$ cat src/rtl/h_eng_dispatch.sv
// Command dispatcher: input FIFO feeding ENGS_N engines round-robin with per-engine busy tracking.
// Optional issue counter (issue_cnt / stats_clr) is compiled in with H_ENG_DISPATCH_STATS_EN.
module h_eng_dispatch #(
    parameter int ENGS_N     = 4,
    parameter int CMD_W      = 32,
    parameter int FIFO_DEPTH = 4
) (
    input  logic              clk,
    input  logic              rst,
    input  logic              in_vld,
    output logic              in_rdy,
    input  logic [CMD_W-1:0]  in_cmd,
    output logic [ENGS_N-1:0] eng_vld,
    output logic [CMD_W-1:0]  eng_cmd,
    input  logic [ENGS_N-1:0] eng_rdy,
    input  logic [ENGS_N-1:0] eng_done,
    output logic [ENGS_N-1:0] eng_busy,
    output logic              idle,
`ifdef H_ENG_DISPATCH_STATS_EN
    input  logic              stats_clr,
    output logic [31:0]       issue_cnt,
`endif
    output logic              err_done
);

    localparam int ENG_W = (ENGS_N > 1) ? $clog2(ENGS_N) : 1;
    localparam int AW    = $clog2(FIFO_DEPTH);

    typedef enum logic [0:0] {
        ST_IDLE  = 1'b0,
        ST_ISSUE = 1'b1
    } state_t;

    state_t              state_q;
    logic [CMD_W-1:0]    fifo_mem_q [FIFO_DEPTH];
    logic [AW:0]         wr_ptr_q, wr_ptr_d;
    logic [AW:0]         rd_ptr_q, rd_ptr_d;
    logic                in_rdy_q;
    logic [ENGS_N-1:0]   eng_vld_q;
    logic [CMD_W-1:0]    eng_cmd_q;
    logic [ENG_W-1:0]    tgt_q;
    logic [ENG_W-1:0]    rr_ptr_q, rr_ptr_d;
    logic [ENGS_N-1:0]   eng_busy_q, eng_busy_d;
    logic                idle_q, idle_d;
    logic                err_done_q, err_done_d;

    logic                push_s, load_s, hs_s, empty_s, empty_d_s, full_d_s;
    logic [ENGS_N-1:0]   free_s, sel_oh_s, vld_next_s;
    logic [ENG_W-1:0]    sel_idx_s;
    logic                sel_found_s;
    logic [CMD_W-1:0]    head_s;

    assign in_rdy   = in_rdy_q;
    assign eng_vld  = eng_vld_q;
    assign eng_cmd  = eng_cmd_q;
    assign eng_busy = eng_busy_q;
    assign idle     = idle_q;
    assign err_done = err_done_q;

    // Handshake, FIFO pointer and status next-state logic.
    always_comb begin
        push_s     = in_vld & in_rdy_q;
        empty_s    = (wr_ptr_q == rd_ptr_q);
        head_s     = fifo_mem_q[rd_ptr_q[AW-1:0]];
        hs_s       = (state_q == ST_ISSUE) && ((eng_vld_q & eng_rdy) != '0);
        load_s     = !empty_s && sel_found_s && ((state_q == ST_IDLE) || hs_s);
        wr_ptr_d   = push_s ? (wr_ptr_q + {{AW{1'b0}}, 1'b1}) : wr_ptr_q;
        rd_ptr_d   = load_s ? (rd_ptr_q + {{AW{1'b0}}, 1'b1}) : rd_ptr_q;
        full_d_s   = (wr_ptr_d[AW] != rd_ptr_d[AW]) && (wr_ptr_d[AW-1:0] == rd_ptr_d[AW-1:0]);
        empty_d_s  = (wr_ptr_d == rd_ptr_d);
        vld_next_s = load_s ? sel_oh_s : (hs_s ? '0 : eng_vld_q);
        eng_busy_d = (eng_busy_q & ~eng_done) | (hs_s ? eng_vld_q : '0);
        err_done_d = err_done_q | ((eng_done & ~eng_busy_q) != '0);
        idle_d     = empty_d_s && (vld_next_s == '0) && (eng_busy_d == '0);
        rr_ptr_d   = hs_s ? ((tgt_q == ENG_W'(ENGS_N - 1)) ? '0 : (tgt_q + {{(ENG_W-1){1'b0}}, 1'b1}))
                          : rr_ptr_q;
    end

    // Round-robin pick: first free engine at or after rr_ptr, never the pending target.
    always_comb begin
        free_s      = ~eng_busy_q & ~eng_vld_q;
        sel_found_s = 1'b0;
        sel_idx_s   = '0;
        sel_oh_s    = '0;
        for (int off = 0; off < ENGS_N; off++) begin
            int sum_v;
            int cand_v;
            sum_v  = int'(rr_ptr_q) + off;
            cand_v = (sum_v >= ENGS_N) ? (sum_v - ENGS_N) : sum_v;
            if (!sel_found_s && free_s[cand_v]) begin
                sel_found_s      = 1'b1;
                sel_idx_s        = ENG_W'(cand_v);
                sel_oh_s[cand_v] = 1'b1;
            end else begin
                sel_found_s = sel_found_s;
            end
        end
    end

    // FIFO storage; entries need no reset because the pointers gate every read.
    always_ff @(posedge clk) begin
        if (push_s) begin
            fifo_mem_q[wr_ptr_q[AW-1:0]] <= in_cmd;
        end
    end

    // FIFO pointers, busy tracking and status registers.
    always_ff @(posedge clk) begin
        if (rst) begin
            wr_ptr_q   <= '0;
            rd_ptr_q   <= '0;
            in_rdy_q   <= 1'b0;
            rr_ptr_q   <= '0;
            eng_busy_q <= '0;
            idle_q     <= 1'b1;
            err_done_q <= 1'b0;
        end else begin
            wr_ptr_q   <= wr_ptr_d;
            rd_ptr_q   <= rd_ptr_d;
            in_rdy_q   <= !full_d_s;
            rr_ptr_q   <= rr_ptr_d;
            eng_busy_q <= eng_busy_d;
            idle_q     <= idle_d;
            err_done_q <= err_done_d;
        end
    end

    // Issue FSM: holds eng_vld/eng_cmd until the target accepts, reloading back-to-back when possible.
    always_ff @(posedge clk) begin
        if (rst) begin
            state_q   <= ST_IDLE;
            eng_vld_q <= '0;
            eng_cmd_q <= '0;
            tgt_q     <= '0;
        end else begin
            case (state_q)
                ST_IDLE: begin
                    if (load_s) begin
                        eng_vld_q <= sel_oh_s;
                        eng_cmd_q <= head_s;
                        tgt_q     <= sel_idx_s;
                        state_q   <= ST_ISSUE;
                    end
                end
                ST_ISSUE: begin
                    if (hs_s) begin
                        if (load_s) begin
                            eng_vld_q <= sel_oh_s;
                            eng_cmd_q <= head_s;
                            tgt_q     <= sel_idx_s;
                        end else begin
                            eng_vld_q <= '0;
                            state_q   <= ST_IDLE;
                        end
                    end
                end
                default: begin
                    eng_vld_q <= '0;
                    state_q   <= ST_IDLE;
                end
            endcase
        end
    end

`ifdef H_ENG_DISPATCH_STATS_EN
    logic [31:0] issue_cnt_q;

    assign issue_cnt = issue_cnt_q;

    // Completed-issue counter; a clear coinciding with a handshake leaves one.
    always_ff @(posedge clk) begin
        if (rst) begin
            issue_cnt_q <= 32'd0;
        end else if (stats_clr) begin
            issue_cnt_q <= hs_s ? 32'd1 : 32'd0;
        end else if (hs_s) begin
            issue_cnt_q <= issue_cnt_q + 32'd1;
        end
    end
`endif

endmodule

$ cat config.mk
export PLATFORM = sky130hd
export DESIGN_NAME = h_eng_dispatch
export DESIGN_NICKNAME = d
export VERILOG_FILES = /design/src/rtl/h_eng_dispatch.sv
export SDC_FILE = /design/constraint.sdc
export NUM_CORES = 1
export LEC_CHECK = 0
export ABC_AREA = 1
export CORE_ASPECT_RATIO = 1.4
export CORE_MARGIN = 1.5
export CORE_UTILIZATION = 33
export CTS_BUF_LIST = sky130_fd_sc_hd__clkbuf_16
export DETAILED_ROUTE_END_ITERATION = 6
export SYNTH_ARGS = -nofsm -noshare
export SYNTH_HDL_FRONTEND = slang
export SYNTH_SLANG_ARGS = --single-unit
$ cat constraint.sdc
create_clock -name clk -period 6.67 [get_ports clk]
set_input_delay 1.6675 -clock clk [delete_from_list [all_inputs] [get_ports clk]]
set_output_delay 1.6675 -clock clk [all_outputs]
set_load 0.05 [all_outputs]
---- Word level (Yosys, flattened, before mapping) ----
Memory sizes are Yosys's and may differ from the RTL's. A register that Yosys moved wholly into a read port is not among the register bits.
Index checks and enable logic that the tools add are counted.
word-level totals
  input port bits ......................... 43
  memory bits (writable) .................. 128
  memories ................................ 1
  bits in registers ....................... 54
operators by class
  multiplexer cells ....................... 58
  equality and inequality tests ........... 7
  order comparisons ....................... 12
  bitwise gates (word level) .............. 14
  reductions and logical operators ........ 24
  add/sub/neg operators ................... 10
memory list
  name        words  bits a word  read ports  clocked after memory_dff  wr ports  RTL line  source
  fifo_mem_q  4      32           1           1                         1         35        logic [CMD_W-1:0] fifo_mem_q [FIFO_DEPTH];
operators by type and width
  kind                 number
  $mux 32              6
  $ge 32x1->1 const B  4
  $lt 32x4->1 const B  4
  $pmux 32 s2          1
  $mux 4               10
  $mux 1               20
  $and 4x4->4          4
  $mux 2               8
  $or 4x4->4           4
  $logic_and 1x1->1    13
  $not 4->4            3
  $sub 3x3->4 const B  3
  $ge 3x3->1 const B   3
  $bmux 1 s2           4
  $demux 1 s2          4
  $logic_not 4->1      2
  $pmux 4 s2           1
  $reduce_bool 4->1    2
  $add 2x2->3 const B  2
  $add 3x1->3 const B  2
  $eq 3x3->1           2
  $mux 3               2
  $logic_not 1->1      5
  $pmux 2 s2           1
  other kinds (15)     15

---- Logic depth before layout (Yosys ltp) ----
Gate-level depths: netlist (run 1).
  depth in word-level cells ............... 21
  depth in mapped cells ................... 16
  depth with buffers taken out ............ 16

---- Worst setup path after synthesis (run 1) ----
OpenSTA, ideal clock, no wires.
  path type ............................... input port to flip-flop
  start point ............................. input port in_vld
  end point ............................... memory fifo_mem_q[0][0], enable pin
  required time ........................... 6,249 ps
  buffers on the path ..................... 0
  path slack .............................. 3,057 ps
  arrival time ............................ 3,191 ps
  stages on the path ...................... 2
  path through ............................ nand2_1 -> nor2_1
between the ends
  longest elaborated chain between the ends .. 3
RTL lines
  element                       RTL line  source
  start, declared               10        input logic in_vld,
  $and 1x1->1                   62        push_s = in_vld & in_rdy_q;
  $mux 1                        102       if (push_s) begin
  $mux 1 (implied by the code)  103       fifo_mem_q[wr_ptr_q[AW-1:0]] <= in_cmd;
  end, declared                 35
No other way between the ends.

---- Final worst setup path (run 1) ----
  start point ............................. input port eng_rdy[0]
  end point ............................... register idle_q (netlist: idle)
between the ends
  longest elaborated chain between the ends .. 9
  elaborated cells between the ends (all ways) .. 15
RTL lines
  element                                        RTL line  source
  start, declared                                15        input logic [ENGS_N-1:0] eng_rdy,
  $and 4x4->4 *                                  65        hs_s = (state_q == ST_ISSUE) && ((eng_vld_q & eng_rdy) != '0);
  $reduce_bool 4->1 *                            65
  $logic_and 1x1->1 *                            65
  $logic_or 1x1->1                               66        load_s = !empty_s && sel_found_s && ((state_q == ST_IDLE) || hs_s);
  $logic_and 1x1->1                              66
  $mux 3 or $mux 4 (tied branches)               68, 71
  $eq 3x3->1 or $logic_not 4->1 (tied branches)  70, 74
  $logic_and 1x1->1                              74        idle_d = empty_d_s && (vld_next_s == '0) && (eng_busy_d == '0);
  $logic_and 1x1->1 *                            74
  end signal, assigned                           123       idle_q <= idle_d;
  end, declared                                  44        logic idle_q, idle_d;
Every way passes the cells marked *; elsewhere a longest branch is shown, timed or not.
A chain may end at the register's enable or synchronous reset.

==> results.sh, run 1 <==
export IMPL_io_pins=86
export IMPL_tightest_slew_ps=1161
export IMPL_relSlewSlack=0.2250
export IMPL_num_rows=65
export IMPL_worstPathCellList="clkdlybuf4s50_1 -> inv_1 -> o22ai_1 -> nor2_1 -> nand2_1 -> nand3_4 -> buf_4 -> inv_2 -> nand2_1 -> nand2_1 -> inv_1 -> nand2_1 -> nor2_1 -> nand3_1 -> nand2_1"
export IMPL_drt_iter0_markers=298
export IMPL_remaining_drc_errors=0
export IMPL_antenna_found_initial=0
export IMPL_avgViaCountPerCell=4.732
export IMPL_finalCriticalPeriod_ps=3822
export IMPL_setup_ws_ps=2848
export IMPL_multi_input_area_um2=2231
export IMPL_synth_area_leaders="edfxtp_1 (51%), dfxtp_1 (14%), nand2_1 (6.7%)"
export IMPL_cts_root_buf="clkbuf_16"
export IMPL_min_path_type="reg -> reg"
export IMPL_num_vias=5210
export IMPL_worstPathArrival_ps=4180
export IMPL_cp_start_kind="primary input"
export IMPL_use_met1=0.1646
export IMPL_syn2layout_area_growth_pct=22.92
export IMPL_cts_tree="done"
export IMPL_fmax_mhz=261.7
export IMPL_drive_gt1_frac=0.07895
export IMPL_status="completed"
export IMPL_synthArstFlopShare=0
export IMPL_syn_avg_cell_area_um2=10.52
export IMPL_clkTransAtPathRegs_ps=80
export IMPL_grt_pass1_wl_mm=26.07
export IMPL_portBuffers=85
export IMPL_reg2regPathDepth=16
export IMPL_wl_per_cell_um=14.94
export IMPL_cap_violations=0
export IMPL_synth_largest_area_cell="edfxtp_1"
export IMPL_place_congestion=0.8093
export IMPL_pre_cts_ws_ps=2380
export IMPL_ys_warnings_count=0
export IMPL_gr_usage_met3=0.02635
export IMPL_yosysMostFrequentCell="nand2_1"
export IMPL_power_density_nw_per_um2=412.7
export IMPL_fp_dieW_um=130.2
export IMPL_synth_top_area_frac=0.5140
export IMPL_crit_slowest_cell="inv_2"
export IMPL_drt_pass1_iterations=4
export IMPL_setup_worst_path_class="in -> reg"
export IMPL_synthCells=711
export IMPL_cpMostUsedCell="nand2_1"
export IMPL_setup_viol_count_final=0
export IMPL_core_um2=22370
export IMPL_cts_resized_gates=0
export IMPL_final_util=0.4110
export IMPL_vdd_ir_drop_worst_mv=0.1953
export IMPL_numCtsBuffers=17
export IMPL_initial_core_util=0.3344
export IMPL_postCtsHoldBufs=0
export IMPL_total_power_mw=3.794
export IMPL_cts_sinks=182
export IMPL_crit_path_max_fanout=43
export IMPL_synth_nets=767
export IMPL_reg2reg_setup_slack_ps=3390
export IMPL_clock_skew_ps=12.16
export IMPL_post_cts_setup_buffers=0
export IMPL_grt_busiest_layer="met2"
export IMPL_setup_tns_final_ps=0
export IMPL_slew_violations=0
export IMPL_synth_seq_area_share=0.6585
export IMPL_finalWirelength_mm=16.45
export IMPL_htree_levels=4
export IMPL_rsz0062_at_grt="no"
export IMPL_hold_viol=0
export IMPL_worstPathRequired_ps=7030
export IMPL_holdPathStages=2
export IMPL_period_share=0.5730
export IMPL_synth_seq_cells=182
export IMPL_grt_overflow_total=0
export IMPL_num_nets_final=841
export IMPL_synthTopCellsByCount="nand2_1 (133), edfxtp_1 (128), nor2_1 (96)"
export IMPL_seq_area_um2=4926
export IMPL_nFillCells=2157
export IMPL_clk_latency_ps=430
export IMPL_leakagePower_nw=3.244
export IMPL_synth_edff_count=128
export IMPL_track_usage=0.1455
export IMPL_grt_start_max_net_pins=69
export IMPL_ys_types=31
export IMPL_die_height_um=181.1
export IMPL_clockBufferDepth=2
export IMPL_ant_nets=0
export IMPL_grt_pass1_vias=5099
export IMPL_max_stage_delay_ps=430
export IMPL_use_met2=0.2661
export IMPL_dp_final_hpwl_mm=9.822
export IMPL_synth_top_flop_cell="edfxtp_1"
export IMPL_crit_path_end_kind="register"
export IMPL_die_area_um2=23590
export IMPL_syn_area_um2=7478
[routing by layer]
metal,share of wire,vias up,routed length [um]
met1,0.41,2472,6745
met3,0.044,12,717
met2,0.53,125,8767
met4,0.014,0,224
li1,-,2601,-
met5,0,-,0
[where the power goes]
group	switching [mW]	internal (mW)	leakage, nW
logic	0.939	0.413	1.34
registers	0.0865	1.37	1.60
clock network	0.477	0.511	0.296
total	1.50	2.29	3.24
[worst max-delay path: cells and delay by family]
kind            cells  cell delay, ps
compound gates      1              70
buf+inv             5            1370
simple gates        9            1050
[final timing paths]
path | startpoint | end
worst max-delay path | eng_rdy[0] | idle$_SDFF_PP1_
worst max register to register | rr_ptr_q[0]$_SDFFE_PP0P_ | idle$_SDFF_PP1_
worst min register to register | eng_cmd[4]$_SDFFE_PP0P_ | eng_cmd[4]$_SDFFE_PP0P_
worst min-delay path | eng_cmd[4]$_SDFFE_PP0P_ | eng_cmd[4]$_SDFFE_PP0P_
[layout make-up]
type | instances | area share
sequential | 182 | 0.5359
multi-input combinational | 448 | 0.2427
timing repair buffer | 89 | 0.09528
clock buffer | 17 | 0.04628
tap | 301 | 0.04097
clock inverter | 15 | 0.01919
inverter | 47 | 0.01919
antenna | 2 | 0.0005444
[metrics by stage]
step | area (um^2) | hold slack [ps] | instances
final | 9193 | 468.9 | 1101
after global routing | 9188 | 478.9 | 1099
after floorplan | 7478 | 505.3 | 711
after CTS | 9188 | 471.0 | 1099
after detailed placement | 8586 | 459.8 | 1067
after global placement | 8586 | 456.7 | 1067
[flip-flops by register name (all words and copies together) (netlist names)]
| name | count |
|---|---|
| eng_cmd | 32 |
| fifo_mem_q | 128 |
| wr_ptr_q | 3 |
| err_done | 1 |
| rr_ptr_q | 2 |
| eng_busy | 4 |
| eng_vld | 4 |
| state_q | 1 |
| in_rdy | 1 |
| idle | 1 |
| rd_ptr_q | 3 |
| tgt_q | 2 |
[cell usage in the layout, fill, tap and decap left out, types with 3 or more instances in the layout]
cell,instances
a21oi_1,44
buf_4,4
clkbuf_16,17
clkdlybuf4s50_1,84
clkinv_8,4
dfxtp_1,53
edfxtp_1,128
ha_1,13
inv_1,43
inv_2,3
inv_6,5
inv_8,6
nand2_1,133
nand2_2,8
nand3_1,24
nand3_2,3
nand4_1,6
nor2_1,93
nor2_4,3
o21ai_0,71
o22ai_1,34
or2_2,3
xnor2_1,3
[kinds of logic (layout without fill, tap and decap cells)]
family / after synthesis / after routing / share of synthesized area
and+or+nand+nor: 279 / 279 / 0.1599
other: 0 / 2 / 0
adders and majority gates: 13 / 13 / 0.02175
buffers and inverters: 81 / 168 / 0.04618
xor gates and xnor gates: 5 / 5 / 0.005857
AOI/OAI and AO/OA: 151 / 151 / 0.1077
DFF: 182 / 182 / 0.6585
No activity file was read; power rests on OpenSTA's default activity.
==> run 2: changes to the inputs <==
==> constraint.sdc (replaced) <==
create_clock -name clk -period 3.75 [get_ports clk]
set_input_delay 0.9375 -clock clk [delete_from_list [all_inputs] [get_ports clk]]
set_output_delay 0.9375 -clock clk [all_outputs]
set_load 0.05 [all_outputs]
==> results.sh, run 2 (synthesized netlist as in run 1, its figures left out) <==
export IMPL_status="completed"
export IMPL_pwr_share_clk=0.256
export IMPL_clock_skew_ps=9.171
export IMPL_cts_tree="done"
export IMPL_initial_core_util=0.3344
export IMPL_place_congestion=0.8014
export IMPL_relSlewSlack=0.5054
export IMPL_syn2layout_area_growth_pct=23.71
export IMPL_cap_violations=0
export IMPL_vdd_ir_drop_worst_mv=0.4022
export IMPL_grt_pass1_vias=5039
export IMPL_cp_start_kind="register"
export IMPL_htree_levels=4
export IMPL_cts_sinks=182
export IMPL_diodes=0
export IMPL_drt_pass1_iterations=4
export IMPL_grt_start_max_net_pins=67
export IMPL_nFillCells=2154
export IMPL_post_cts_setup_buffers=0
export IMPL_internal_power_mw=4.204
export IMPL_tightest_slew_ps=741.9
export IMPL_avgViaCountPerCell=4.748
export IMPL_power_density_nw_per_um2=739.4
export IMPL_fmax_mhz=352.7
export IMPL_worst_hold_slack_ps=467.5
export IMPL_startpoint="rr_ptr_q[0]$_SDFFE_PP0P_"
export IMPL_wl_per_cell_um=15.45
export IMPL_worstPathRequired_ps=4060
export IMPL_clkTransAtPathRegs_ps=70
export IMPL_min_from="eng_cmd[21]$_SDFFE_PP0P_"
export IMPL_numCtsBuffers=17
export IMPL_io_pins=86
export IMPL_setup_viol_count_final=0
export IMPL_leakagePower_nw=3.283
export IMPL_rsz0062_at_grt="no"
export IMPL_grt_pass1_wl_mm=26.67
export IMPL_drt_iter0_markers=398
export IMPL_ant_nets=0
export IMPL_num_vias=5266
export IMPL_core_um2=22370
export IMPL_worstReg2RegStart="rr_ptr_q[0]$_SDFFE_PP0P_"
export IMPL_track_usage=0.1510
export IMPL_reg2reg_setup_slack_ps=910
export IMPL_worstPathArrival_ps=3150
export IMPL_seq_power_share=0.383
export IMPL_layout_commonest_cell="nand2_1"
export IMPL_num_rows=65
export IMPL_crit_path_end_kind="register"
export IMPL_die_area_um2=23590
export IMPL_hold_viol=0
export IMPL_period_share=0.7560
export IMPL_final_util=0.4137
export IMPL_mostFrequentLayoutCells="nand2_1 (133), edfxtp_1 (128), nor2_1 (93)"
export IMPL_remaining_drc_errors=0
export IMPL_portBuffers=85
export IMPL_crit_path_max_fanout=18
export IMPL_slew_violations=0
export IMPL_cts_root_buf="clkbuf_16"
export IMPL_clockBufferDepth=2
export IMPL_cpMostUsedCell="nand2_1"
export IMPL_finalWirelength_mm=17.14
export IMPL_drive_gt1_frac=0.08540
export IMPL_total_power_mw=6.840
export IMPL_dp_final_hpwl_mm=10.78
export IMPL_worstPathCellList="inv_2 -> ha_1 -> inv_1 -> nand3_1 -> nand2_2 -> nand4_4 -> nand3_4 -> buf_4 -> nand2_1 -> nand3_1 -> nand2_1 -> nand2_1 -> inv_1 -> nand3_1 -> nand2_1"
export IMPL_largest_reg_flops=128
export IMPL_num_nets_final=851
export IMPL_crit_slowest_cell="dfxtp_1"
export IMPL_max_stage_delay_ps=580
export IMPL_finalCriticalPeriod_ps=2835
export IMPL_setup_tns_final_ps=0
export IMPL_postCtsHoldBufs=0
export IMPL_switching_share=0.3854
export IMPL_die_height_um=181.1
export IMPL_grt_overflow_total=0
export IMPL_cts_resized_gates=0
export IMPL_power_switching_mw=2.636
export IMPL_fp_dieW_um=130.2
export IMPL_min_path_type="reg -> reg"
export IMPL_comb_power_share=0.361
export IMPL_antenna_found_initial=0
export IMPL_setup_worst_path_class="reg -> reg"
export IMPL_clk_latency_ps=430
## run 2: changes by cell type in the layout (fill, tap and decap cells not counted), moves of 2 or more
cell,change
clkinvlp_4,+2
clkinv_8,-4
diode_2,-2
bufinv_16,+2
inv_8,-4
buf_4,+9
inv_6,-2
clkinv_1,+3
## run 2: area by class of cell
class | count | area [um^2] | area share
well taps | 301 | 376.6 | 0.04071
inverters | 47 | 176.4 | 0.01907
clock inverters | 15 | 152.6 | 0.01650
flip-flops and latches | 182 | 4926 | 0.5325
repair buffers | 99 | 963.4 | 0.1041
clock buffers | 17 | 425.4 | 0.04598
multi-input cells | 448 | 2231 | 0.2411
## run 2: worst paths after layout
path | end | cells past startpoint
setup / recovery | idle$_SDFF_PP1_ | 15
hold reg to reg | eng_cmd[21]$_SDFFE_PP0P_ | 2
setup reg to reg | idle$_SDFF_PP1_ | 15
hold / removal | eng_cmd[21]$_SDFFE_PP0P_ | 2
## run 2: power groups by stage
stage | Combinational, mW | Clock [mW] | Sequential (mW)
2_1_floorplan | 1.24 | 0 | 3.14
3_3_place_gp | 2.47 | 0 | 2.67
3_5_place_dp | 2.49 | 0 | 2.66
4_1_cts | 2.50 | 1.79 | 2.62
5_1_grt | 2.70 | 1.88 | 2.65
6_report | 2.47 | 1.75 | 2.62
## run 2: critical path, delay by kind of cell, from the launching register on
family / cells / cell delay, ps
adders and majority gates: 1 / 390
buffers and inverters: 4 / 680
DFF: 1 / 580
and+or+nand+nor: 10 / 1060
## run 2: through the flow
stage | area [um^2] | std cells | worst slack (ps)
floorplan | 7478 | 711 | 867.4
CTS | 9251 | 1109 | 851.6
global placement | 8673 | 1077 | 705.2
finish | 9251 | 1109 | 914.9
detailed placement | 8673 | 1077 | 676.2
global route | 9251 | 1109 | 586.4
## run 2: metal layers
| layer | share of wire | global-route usage | vias to the layer above |
|---|---|---|---|
| met5 | 0 | 0 | - |
| met4 | 0.019 | 0.06178 | 0 |
| met3 | 0.037 | 0.02487 | 24 |
| met2 | 0.52 | 0.2667 | 130 |
| met1 | 0.42 | 0.1791 | 2496 |
| li1 | - | - | 2616 |
==> run 3: changes to the inputs <==
==> constraint.sdc (replaced) <==
create_clock -name clk -period 2.8 [get_ports clk]
set_input_delay 0.7 -clock clk [delete_from_list [all_inputs] [get_ports clk]]
set_output_delay 0.7 -clock clk [all_outputs]
set_load 0.05 [all_outputs]
==> results.sh, run 3 (synthesized netlist as in run 1, its figures left out) <==
export IMPL_clk_latency_ps=430
export IMPL_cap_violations=0
export IMPL_fmax_mhz=417.9
export IMPL_finalCriticalPeriod_ps=2393
export IMPL_slew_violations=0
export IMPL_crit_buf_inv=1
export IMPL_initial_core_util=0.3344
export IMPL_use_met2=0.2760
export IMPL_drt_pass1_iterations=7
export IMPL_grt_overflow_total=0
export IMPL_place_congestion=0.7936
export IMPL_io_pins=86
export IMPL_cpLargestDelayFamily="buffers and inverters"
export IMPL_min_path_type="reg -> reg"
export IMPL_worstPathArrival_ps=1690
export IMPL_die_height_um=181.1
export IMPL_setup_tns_final_ps=0
export IMPL_worstPathRequired_ps=2100
export IMPL_grt_start_max_net_pins=67
export IMPL_tightest_slew_ps=671.2
export IMPL_mostFrequentLayoutCells="nand2_1 (133), edfxtp_1 (128), nor2_1 (93)"
export IMPL_setup_ws_ps=407.0
export IMPL_layout_commonest_cell="nand2_1"
export IMPL_avgViaCountPerCell=4.743
export IMPL_min_from="eng_cmd[24]$_SDFFE_PP0P_"
export IMPL_drt_iter0_markers=240
export IMPL_worstPathCellList="clkdlybuf4s50_1"
export IMPL_numCtsBuffers=17
export IMPL_cp_start_kind="register"
export IMPL_die_area_um2=23590
export IMPL_worstReg2RegStart="rr_ptr_q[0]$_SDFFE_PP0P_"
export IMPL_setup_viol_count_final=0
export IMPL_leakagePower_nw=3.298
export IMPL_status="completed"
export IMPL_pre_cts_ws_ps=263.8
export IMPL_clkTransAtPathRegs_ps=60
export IMPL_finalWirelength_mm=16.91
export IMPL_diodes=0
export IMPL_ant_nets=0
export IMPL_portBuffers=85
export IMPL_use_met1=0.1679
export IMPL_clock_skew_ps=9.382
export IMPL_postCtsHoldBufs=0
export IMPL_grt_pass1_wl_mm=26.89
export IMPL_vdd_ir_drop_worst_mv=0.6592
export IMPL_syn2layout_area_growth_pct=24.61
export IMPL_core_um2=22370
export IMPL_dp_final_hpwl_mm=10.77
export IMPL_post_cts_setup_buffers=0
export IMPL_max_stage_delay_ps=840
export IMPL_cts_resized_gates=0
export IMPL_hold_viol=0
export IMPL_gr_usage_met3=0.03168
export IMPL_period_share=0.8546
export IMPL_wl_per_cell_um=15.16
export IMPL_htree_levels=4
export IMPL_grt_pass1_vias=5210
export IMPL_rsz0062_at_grt="no"
export IMPL_crit_path_max_fanout=5
export IMPL_drive_gt1_frac=0.09459
export IMPL_relSlewSlack=0.5525
export IMPL_track_usage=0.1514
export IMPL_antenna_found_initial=0
export IMPL_power_density_nw_per_um2=972.0
export IMPL_num_vias=5288
export IMPL_startpoint="eng_vld[3]$_SDFFE_PP0P_"
export IMPL_cts_tree="done"
export IMPL_clockBufferDepth=2
export IMPL_cts_sinks=182
export IMPL_grt_busiest_layer="met2"
export IMPL_num_nets_final=858
export IMPL_num_rows=65
export IMPL_crit_slowest_cell="clkdlybuf4s50_1"
export IMPL_largest_reg_flops=128
export IMPL_cts_root_buf="clkbuf_16"
export IMPL_setup_worst_path_class="reg -> out"
export IMPL_fp_dieW_um=130.2
export IMPL_remaining_drc_errors=0
export IMPL_crit_path_end_kind="output pin"
-- run 3: through the flow --
step	total power [mW]	instances	cell area, um^2	util	hold slack, ps
6_report	9.058	1115	9319	0.4167	466.0
5_1_grt	9.608	1115	9319	0.4167	483.7
4_1_cts	9.184	1115	9319	0.4167	466.9
3_5_place_dp	6.935	1084	8763	0.3918	456.2
3_3_place_gp	6.892	1084	8763	0.3918	454.3
2_1_floorplan	5.865	711	7478	-	505.3
-- run 3: path summary, 6_finish.rpt --
kind / end / slack (ps) / cells past startpoint
worst max-delay path: eng_vld[3] / 410 / 1
worst min-delay path: eng_cmd[24]$_SDFFE_PP0P_ / 470 / 2
worst max register to register: idle$_SDFF_PP1_ / 490 / 15
worst min register to register: eng_cmd[24]$_SDFFE_PP0P_ / 470 / 2
-- run 3: layout make-up --
cell class	count	area, um^2
inverter	47	176.4
clock inverter	14	130.1
tap	301	376.6
sequential	182	4926
multi-input combinational	448	2231
fill	2143	13050
clock buffer	17	425.4
timing repair buffer	106	1054
-- run 3: where the power goes --
group / switching, mW / internal [mW] / total [mW]
sequential: 0.216 / 3.26 / 3.47
combinational: 2.28 / 1.08 / 3.36
clock: 1.00 / 1.22 / 2.23
-- run 3: per-layer routing --
layer / wire length [um] / part of all wire
met1: 6875 / 0.41
met2: 8988 / 0.53
met3: 684 / 0.040
met4: 359 / 0.021
met5: 0 / 0
